File: src/rtl/clk_divider_bank_pkg.sv
// Shared constants and types for the clock divider bank.
// Frequency divisors assume a 12 MHz system clock on clk_in.
package clk_divider_bank_pkg;

    localparam int unsigned SYS_CLK_HZ = 12_000_000;

    // Divisors producing common output rates from SYS_CLK_HZ
    localparam int unsigned F_1HZ      = SYS_CLK_HZ;
    localparam int unsigned F_2HZ      = SYS_CLK_HZ / 2;
    localparam int unsigned F_10HZ     = SYS_CLK_HZ / 10;
    localparam int unsigned F_100HZ    = SYS_CLK_HZ / 100;
    localparam int unsigned F_1KHZ     = SYS_CLK_HZ / 1_000;
    localparam int unsigned F_9600BD   = SYS_CLK_HZ / 9_600;
    localparam int unsigned F_115200BD = SYS_CLK_HZ / 115_200;

    localparam int unsigned DIV_MIN    = 2;

    // Outcome of decoding one configuration write strobe
    typedef enum logic [1:0] {
        CFG_IDLE    = 2'd0,
        CFG_OK      = 2'd1,
        CFG_BAD_DIV = 2'd2,
        CFG_BAD_CH  = 2'd3
    } cfg_res_e;

endpackage

File: src/rtl/clk_div_chan.sv
// One divider channel: period counter, active/pending divisor,
// registered tick strobe and square-wave output.
module clk_div_chan
    import clk_divider_bank_pkg::*;
#(
    parameter int          W           = 24,
    parameter int unsigned DEFAULT_DIV = F_1HZ
) (
    input  logic         clk_in,
    input  logic         rst_n,
    input  logic         en,
    input  logic         wr,
    input  logic [W-1:0] wr_div,
    output logic         pend,
    output logic         tick,
    output logic         clk_out
);

    localparam logic [W-1:0] DIV_RST = W'(DEFAULT_DIV);

    logic [W-1:0] cnt;
    logic [W-1:0] div_act;
    logic [W-1:0] div_pend;

    logic [W-1:0] cnt_nx;
    logic [W-1:0] div_nx;
    logic         clk_nx;
    logic         last;
    logic         apply;

    // Next counter/divisor: pending divisors only land on a period
    // boundary, or straight away while the channel is stopped
    always_comb begin
        last   = (cnt == div_act - W'(1));
        cnt_nx = cnt;
        div_nx = div_act;
        clk_nx = clk_out;
        apply  = 1'b0;
        if (en) begin
            if (last) begin
                cnt_nx = '0;
                if (pend) begin
                    div_nx = div_pend;
                    apply  = 1'b1;
                end
            end else begin
                cnt_nx = cnt + W'(1);
            end
            clk_nx = (cnt_nx >= (div_nx >> 1));
        end else if (pend) begin
            cnt_nx = '0;
            div_nx = div_pend;
            clk_nx = 1'b0;
            apply  = 1'b1;
        end
    end

    // Counter, divisor and output registers
    always_ff @(posedge clk_in or negedge rst_n) begin
        if (!rst_n) begin
            cnt     <= '0;
            div_act <= DIV_RST;
            tick    <= 1'b0;
            clk_out <= 1'b0;
        end else begin
            cnt     <= cnt_nx;
            div_act <= div_nx;
            tick    <= en && last;
            clk_out <= clk_nx;
        end
    end

    // Pending divisor: a new write wins over a same-edge apply
    always_ff @(posedge clk_in or negedge rst_n) begin
        if (!rst_n) begin
            div_pend <= DIV_RST;
            pend     <= 1'b0;
        end else if (wr) begin
            div_pend <= wr_div;
            pend     <= 1'b1;
        end else if (apply) begin
            pend     <= 1'b0;
        end
    end

endmodule

File: src/rtl/clk_divider_bank.sv
// Bank of NCH run-time programmable clock dividers sharing one
// configuration write port.
module clk_divider_bank
    import clk_divider_bank_pkg::*;
#(
    parameter int          NCH         = 4,
    parameter int          W           = 24,
    parameter int unsigned DEFAULT_DIV = F_1HZ
) (
    input  logic                    clk_in,
    input  logic                    rst_n,
    input  logic [NCH-1:0]          en,
    input  logic                    cfg_we,
    input  logic [$clog2(NCH)-1:0]  cfg_ch,
    input  logic [W-1:0]            cfg_div,
    output logic                    cfg_err,
    output logic [NCH-1:0]          pend,
    output logic [NCH-1:0]          tick,
    output logic [NCH-1:0]          clk_out
);

    localparam int CW = $clog2(NCH);

    if (NCH < 2) begin : g_bad_nch
        $error("clk_divider_bank: NCH must be at least 2");
    end
    if (DEFAULT_DIV < DIV_MIN ||
        64'(DEFAULT_DIV) >= (64'd1 << W)) begin : g_bad_div
        $error("clk_divider_bank: DEFAULT_DIV out of range");
    end

    cfg_res_e       res;
    logic           div_ok;
    logic           ch_ok;
    logic [NCH-1:0] wr;

    assign div_ok = (cfg_div >= W'(DIV_MIN));
    assign ch_ok  = (32'(cfg_ch) < 32'(NCH));

    // Classify the write strobe; items are mutually exclusive
    always_comb begin
        res = CFG_IDLE;
        unique case (1'b1)
            !cfg_we:                   res = CFG_IDLE;
            cfg_we && !div_ok:         res = CFG_BAD_DIV;
            cfg_we && div_ok && !ch_ok: res = CFG_BAD_CH;
            cfg_we && div_ok && ch_ok:  res = CFG_OK;
            default:                   res = CFG_IDLE;
        endcase
    end

    // One-hot write enable towards the addressed channel
    always_comb begin
        wr = '0;
        for (int i = 0; i < NCH; i++) begin
            wr[i] = (res == CFG_OK) && (32'(cfg_ch) == 32'(i));
        end
    end

    // Rejected-write flag, one cycle per bad strobe
    always_ff @(posedge clk_in or negedge rst_n) begin
        if (!rst_n) begin
            cfg_err <= 1'b0;
        end else begin
            cfg_err <= (res == CFG_BAD_DIV) || (res == CFG_BAD_CH);
        end
    end

    for (genvar g = 0; g < NCH; g++) begin : g_ch
        clk_div_chan #(
            .W           (W),
            .DEFAULT_DIV (DEFAULT_DIV)
        ) u_chan (
            .clk_in  (clk_in),
            .rst_n   (rst_n),
            .en      (en[g]),
            .wr      (wr[g]),
            .wr_div  (cfg_div),
            .pend    (pend[g]),
            .tick    (tick[g]),
            .clk_out (clk_out[g])
        );
    end

    logic [CW-1:0] unused_ch;
    assign unused_ch = cfg_ch;

endmodule

File: config.mk
export PLATFORM = sky130hd
export DESIGN_NAME = clk_divider_bank
export DESIGN_NICKNAME = d
export VERILOG_FILES = /design/src/rtl/clk_divider_bank_pkg.sv /design/src/rtl/clk_div_chan.sv /design/src/rtl/clk_divider_bank.sv
export SDC_FILE = /design/constraint.sdc
export NUM_CORES = 1
export LEC_CHECK = 0
export ABC_AREA = 1
export ABC_CLOCK_PERIOD_IN_PS = 3600
export BUFFER_PORTS_ARGS = -buffer_cell sky130_fd_sc_hd__buf_2
export CAP_MARGIN = 0
export CORE_ASPECT_RATIO = 0.9
export CORE_MARGIN = 3
export CORE_UTILIZATION = 48
export CTS_CLUSTER_SIZE = 8
export DETAILED_ROUTE_END_ITERATION = 8
export PLACE_DENSITY = 0.73
export SLEW_MARGIN = 20
export SYNTH_ARGS = -nofsm -noshare
export SYNTH_HDL_FRONTEND = slang
export SYNTH_HIERARCHICAL = 1
export SYNTH_SLANG_ARGS = --single-unit
File: constraint.sdc
create_clock -name clk_in -period 3.6 [get_ports clk_in]
set_input_delay 0.36 -clock clk_in [delete_from_list [all_inputs] [get_ports clk_in]]
set_output_delay 0.36 -clock clk_in [all_outputs]
set_load 0.05 [all_outputs]
==> results of run 1 <==
kinds of logic (layout without fill, tap and decap cells):
group / after synthesis / in the layout / synth area share [%]
XOR/XNOR: 161 / 161 / 6.17
AND/OR/NAND/NOR: 1740 / 1740 / 33.7
AO/OA/AOI/OAI: 460 / 460 / 11.4
flip-flops: 301 / 301 / 33.2
buffers and inverters: 537 / 689 / 9.99
adder cells (fa/ha/maj): 100 / 100 / 5.45
layer usage:
metal,wire [um],vias up,share of wire (%),global-route usage (%)
li1,-,10800,-,-
met3,4480,143,6.7,4.41
met1,29600,10100,44,34.7
met2,30400,705,46,41.5
met5,7,-,0.010,0
met4,2280,2,3.4,8.15
state kept, by name (all words and copies together) (netlist names):
signal                flops
cfg_err                   1
g_ch.u_chan/pend          4
g_ch.u_chan/div_act      96
g_ch.u_chan/cnt          96
g_ch.u_chan/div_pend     96
g_ch.u_chan/tick          4
g_ch.u_chan/clk_out       4
layout by cell type, fill, tap and decap left out, types with 7 or more instances in the layout:
master,count
nor4_1,17
o21ai_0,181
buf_4,89
nand3_4,11
clkbuf_16,49
nand2_1,1055
nand2_2,61
buf_2,44
a21oi_1,50
a21oi_2,10
or2_1,43
nor2_2,39
buf_12,14
dfstp_2,80
nor3_1,35
nand3_1,139
nand3b_1,20
dfrtp_1,215
o22ai_1,79
nor2_1,168
buf_6,14
clkbuf_1,32
xor2_1,111
xnor2_1,40
nand3_2,24
o21ai_2,50
ha_1,94
nor2_4,36
nor3_2,7
xor2_2,9
or2_2,20
inv_1,403
inv_2,26
o21ai_1,77
nand4_1,49
power by group through the flow:
stage          Combinational [uW]  Clock [uW]  Sequential, uW
3_3_place_gp                 5000           0            4570
4_1_cts                      5100        3930            4530
5_1_grt                      6500        4060            4610
2_1_floorplan                3880           0            4420
3_5_place_dp                 5060           0            4570
6_report                     5720        3830            4560
cell type report:
cell class / count / area, um2
well taps: 616 / 771
clock buffers: 75 / 1200
flip-flops and latches: 301 / 7640
fillers: 4391 / 20400
inverters: 438 / 1680
multi-input cells: 2461 / 13700
repair buffers: 174 / 1580
clock inverters: 2 / 28.8
worst max-delay path: cells and delay by family, from the launching register on:
family	cells	cell delay [ps]
adders and majority gates	1	310
buffers and inverters	5	520
DFF	1	380
and+or+nand+nor	18	1860
AOI/OAI and AO/OA	2	440
through the flow:
stage          total power (uW)  cell area (um2)
6_report                  14100            26600
3_5_place_dp               9630            24000
4_1_cts                   13600            25300
3_3_place_gp               9570            24000
2_1_floorplan              8290            23000
5_1_grt                   15200            26600
worst max-delay path by stage:
| stage | from | end | slack [ps] | cells past startpoint |
|---|---|---|---|---|
| 4_1_cts | g_ch[2].u_chan/div_act[0]$_DFFE_PN0P_ | g_ch[2].u_chan/clk_out$_DFFE_PN0P_ | 7 | 33 |
| 6_report | g_ch[2].u_chan/div_act[0]$_DFFE_PN0P_ | g_ch[2].u_chan/clk_out$_DFFE_PN0P_ | -50 | 26 |
| 3_5_place_dp | g_ch[1].u_chan/div_act[0]$_DFFE_PN0P_ | g_ch[1].u_chan/clk_out$_DFFE_PN0P_ | 2 | 31 |
| 2_1_floorplan | g_ch[1].u_chan/div_act[0]$_DFFE_PN0P_ | g_ch[1].u_chan/clk_out$_DFFE_PN0P_ | 410 | 37 |
| 5_1_grt | g_ch[2].u_chan/div_act[0]$_DFFE_PN0P_ | g_ch[2].u_chan/clk_out$_DFFE_PN0P_ | -340 | 28 |
| 3_3_place_gp | g_ch[2].u_chan/div_act[0]$_DFFE_PN0P_ | g_ch[2].u_chan/clk_out$_DFFE_PN0P_ | 40 | 25 |
timing repair:
item,in CTS,in global routing
hold buffers,2,0
gates resized for setup,1,194
setup endpoints to repair,1,4
setup buffers,0,47
pin swaps,0,87
cloned,0,6
hold endpoints to repair,72,0
==> results.cfg, run 1 <==
[die]
die_area_mm2 = 0.0505
die_height_um = 214
rows = 75
core_mm2 = 0.0469
start_util_pct = 48.9
die_w_um = 237
io_pins = 46

[power_and_ir_drop]
power_frac_comb_pct = 40.5
power.density_mw_per_mm2 = 531
p_sw_share_pct = 40.9
clkPwrFrac_pct = 27.1
pwr-share-seq_pct = 32.3
ir_drop_mv = 0.457
p_int_uw = 8330
p_leak_uw = 0.0135
switchingPower_uw = 5770

[placed_design]
placedCellCount = 3935
pre_cts_ws_ps = 2.09
gp_congestion = 0.971
io_buffers = 45
dpl.hpwl_mm = 48.1

[critical_path]
end_kind = flip-flop
r2r_start = g_ch[2].u_chan/div_act[0]$_DFFE_PN0P_
cp_data_arrival_time_ps = 4120
cpPeakStageDelay_ps = 380
rr_worst_depth = 26
crit_type = reg2reg
rrSetupSlack_ps = -50
cp_max_fo = 8
cp_common_cell = nand2_1
cpMaxStageDelayCell = dfrtp_1
start_kind = flip-flop
crit_required_ps = 4070
timing.rr.end = g_ch[2].u_chan/clk_out$_DFFE_PN0P_

[synth]
synth_area_mm2 = 0.0230
syn-num-nets = 3432
yosys_warnings = 6
syn_inst = 3299
postSynthAreaPerCell_um2 = 6.96
ys_top_cells_by_area = dfrtp_1 24%, nand2_1 18%, dfstp_2 9.2%
synth_seq_cells = 301
synth_top_area_share_pct = 24.1
postSynth.asyncResetShare_pct = 100
yosysUniqueCellTypes = 45
synth.most_common_cell = nand2_1
synth_edf_count = 0
yosys.area.top_type = dfrtp_1
synth_ff_type = dfrtp_1
seq_area_frac_synth_pct = 33.2
netlist_top_cells_count = 1079 x nand2_1, 405 x inv_1, 221 x dfrtp_1

[global_route]
antenna_found_initial = 1
grt_pass1_vias = 20400
grt_max_degree = 87
grt.total_usage_pct = 25.4
grt_pass1_wl_mm = 105
grt-ovfl-total = 0

[clock_network]
cts.path.max_buffers = 3
clkTransAtPathRegs_ps = 60
htreeDepth = 2
clk_latency_ps = 580
cts_tree = done
cts_sinks = 301
tritoncts.num_buffers = 43
cts_root_buf = clkbuf_16

[status]
violations = negative setup slack
status = finished, violations left

[timing]
hold_slack_ps = 63.3
period_minus_slack_ps = 3650
tns_ps = -111
fin_crit_sh_pct = 101
worst_slack_ps = -50.3
drv_slew = 0
relSlewSlack_pct = 47.1
grt_setup_unrepaired = yes
setup_viol = 3
hold_viol = 0
worstMarginPinSlew_ps = 793
max_freq_mhz = 274
skew_ps = 20.5

[routing]
firstDrtPassIters = 8
drt_drc_violations_left = 0
num_vias = 21700
wirelength_mm = 66.8
drtIter0Drc = 1667
ant_nets = 0
wire_per_inst_um = 16.4
via_per_inst = 5.34

[final_layout]
drive_above_1_share_pct = 18.1
finish.utilization_pct = 56.6
antenna_cells = 0
syn2layout_area_growth_pct = 15.7
final_cells = 4067
finalNetCount = 3552

[min_path]
worstHoldEndpoint = g_ch[3].u_chan/clk_out$_DFFE_PN0P_
min_path_cells = 3
hp-class = in2reg
worstHoldStart = en[3]

[run]
cap_violations = 0
No activity file was read; power rests on OpenSTA's default activity.
==> run 2, diff against run 1 <==
Settings changed: MAX_ROUTING_LAYER set to met4.
==> results.cfg, run 2 (synthesized netlist as in run 1, its figures left out) <==
[timing]
relSlewSlack_pct = 47.1
grt_setup_unrepaired = yes
fin_crit_sh_pct = 102
setup_viol = 3
hold_slack_ps = 63.5
drv_slew = 0
worstMarginPinSlew_ps = 793
worst_slack_ps = -77.5
period_minus_slack_ps = 3680
tns_ps = -123
hold_viol = 0
skew_ps = 22.3
max_freq_mhz = 272

[status]
status = finished, violations left
violations = negative setup slack

[critical_path]
crit_required_ps = 4070
cp_num_buf_inv = 6
cpPeakStageDelay_ps = 380
cp_common_cell = nand2_1
end_kind = flip-flop
path_cells = inv_2 -> buf_6 -> nand3_4 -> or2_2 -> a21oi_1 -> nand3_1 -> nor2_2 -> nand3_4 -> buf_12 -> buf_12 -> buf_4 -> nand2_1 -> o21ai_1 -> ha_1 -> inv_1 -> nor3_1 -> a211oi_1 -> nand2_1 -> nand2_1 -> nand2_1 -> nand2_1 -> nand2_1 -> nand2_1 -> nand2_1
critical_path.top_delay_family = simple AND/OR/NAND/NOR gates
start_kind = flip-flop
cpMaxStageDelayCell = dfrtp_1
crit_type = reg2reg
cp_data_arrival_time_ps = 4150
cp_max_fo = 7

[clock_network]
htreeDepth = 2
clk_latency_ps = 580
cts_tree = done
cts_sinks = 301
cts_root_buf = clkbuf_16
cts.path.max_buffers = 3
clkTransAtPathRegs_ps = 60
tritoncts.num_buffers = 43

[routing]
drt_drc_violations_left = 0
via_per_inst = 5.35
drtIter0Drc = 1770
num_vias = 21700
wirelength_mm = 65.6
ant_nets = 0
firstDrtPassIters = 5
wire_per_inst_um = 16.2

[final_layout]
mostFrequentLayoutCells = 1054 x nand2_1, 403 x inv_1, 216 x dfrtp_1, 184 x o21ai_0, 167 x nor2_1
finalNetCount = 3542
finish.utilization_pct = 55.8
antenna_cells = 0
drive_above_1_share_pct = 16.9
reg.largest.list = g_ch.u_chan/cnt (96), g_ch.u_chan/div_act (96), g_ch.u_chan/div_pend (96)
syn2layout_area_growth_pct = 14.1
final_common_cell = nand2_1

[die]
core_mm2 = 0.0469
die_w_um = 237
die_height_um = 214
io_pins = 46
die_area_mm2 = 0.0505
start_util_pct = 48.9
rows = 75

[global_route]
grt-ovfl-total = 0
grt.total_usage_pct = 26.1
grt_pass1_vias = 19900
antenna_found_initial = 0
grt_pass1_wl_mm = 104
grt_max_degree = 94

[run]
cap_violations = 0

[power_and_ir_drop]
power.density_mw_per_mm2 = 533
p_leak_uw = 0.0134
ir_drop_mv = 0.411

[min_path]
hp-class = in2reg

[placed_design]
io_buffers = 45
dpl.hpwl_mm = 47.8
gp_congestion = 0.978
pre_cts_ws_ps = -82.6
## run 2: final timing paths
check / from / end / slack, ps / cells after the start
worst max-delay path: g_ch[3].u_chan/div_act[1]$_DFF_PN0_ / g_ch[3].u_chan/clk_out$_DFFE_PN0P_ / -80 / 24
worst min-delay path: en[2] / g_ch[2].u_chan/clk_out$_DFFE_PN0P_ / 60 / 3
worst max register to register: g_ch[3].u_chan/div_act[1]$_DFF_PN0_ / g_ch[3].u_chan/clk_out$_DFFE_PN0P_ / -80 / 24
worst min register to register: g_ch[3].u_chan/div_pend[9]$_DFFE_PN1P_ / g_ch[3].u_chan/div_pend[9]$_DFFE_PN1P_ / 460 / 2
max in group asynchronous: rst_n / g_ch[1].u_chan/div_pend[23]$_DFFE_PN1P_ / 2280 / 3
min in group asynchronous: rst_n / g_ch[0].u_chan/cnt[11]$_DFFE_PN0P_ / 400 / 2
## run 2: per-layer routing
layer / GRT usage (%) / vias up / wire length [um]
li1: - / 10800 / -
met1: 35.6 / 10100 / 29700
met2: 40.4 / 681 / 29700
met3: 3.45 / 135 / 4240
met4: 8.44 / 0 / 1990
met5: - / - / 0
## run 2: repair_timing
item | CTS | global route
gates cloned | 0 | 2
pin swaps | 0 | 46
gates resized for setup | 8 | 136
setup buffers | 0 | 42
hold buffers | 2 | 0
endpoints found under the hold margin | 58 | 0
setup endpoints to repair | 4 | 4
## run 2: power by group
| group | switching, uW | internal, uW |
|---|---|---|
| Sequential | 564 | 3990 |
| Clock | 1590 | 2250 |
| Combinational | 3530 | 2050 |
## run 2: area by class of cell
type	count	area, um2
fill	4473	20700
sequential	301	7640
clock inverter	2	32.5
clock buffer	75	1210
timing repair buffer	164	1430
tap	616	771
inverter	438	1680
multi-input combinational	2461	13500
## run 2: worst reg2reg max path, cell delays in order, from the launching register on
cell and delay, ps:
dfrtp_1 380, inv_2 90, buf_6 110, nand3_4 110
or2_2 310, a21oi_1 250, nand3_1 160, nor2_2 150
nand3_4 200, buf_12 220, buf_12 130, buf_4 140
nand2_1 50, o21ai_1 70, ha_1 300, inv_1 80
nor3_1 50, a211oi_1 320, nand2_1 100, nand2_1 70
nand2_1 50, nand2_1 70, nand2_1 60, nand2_1 60
nand2_1 40
## run 2: through the flow
step           instance area [um2]  std cells  total power (uW)
4_1_cts                      25300       4013             13600
6_report                     26200       4057             14000
2_1_floorplan                23000       3299              8290
3_3_place_gp                 24000       3934              9560
5_1_grt                      26200       4057             15100
3_5_place_dp                 24000       3934              9620
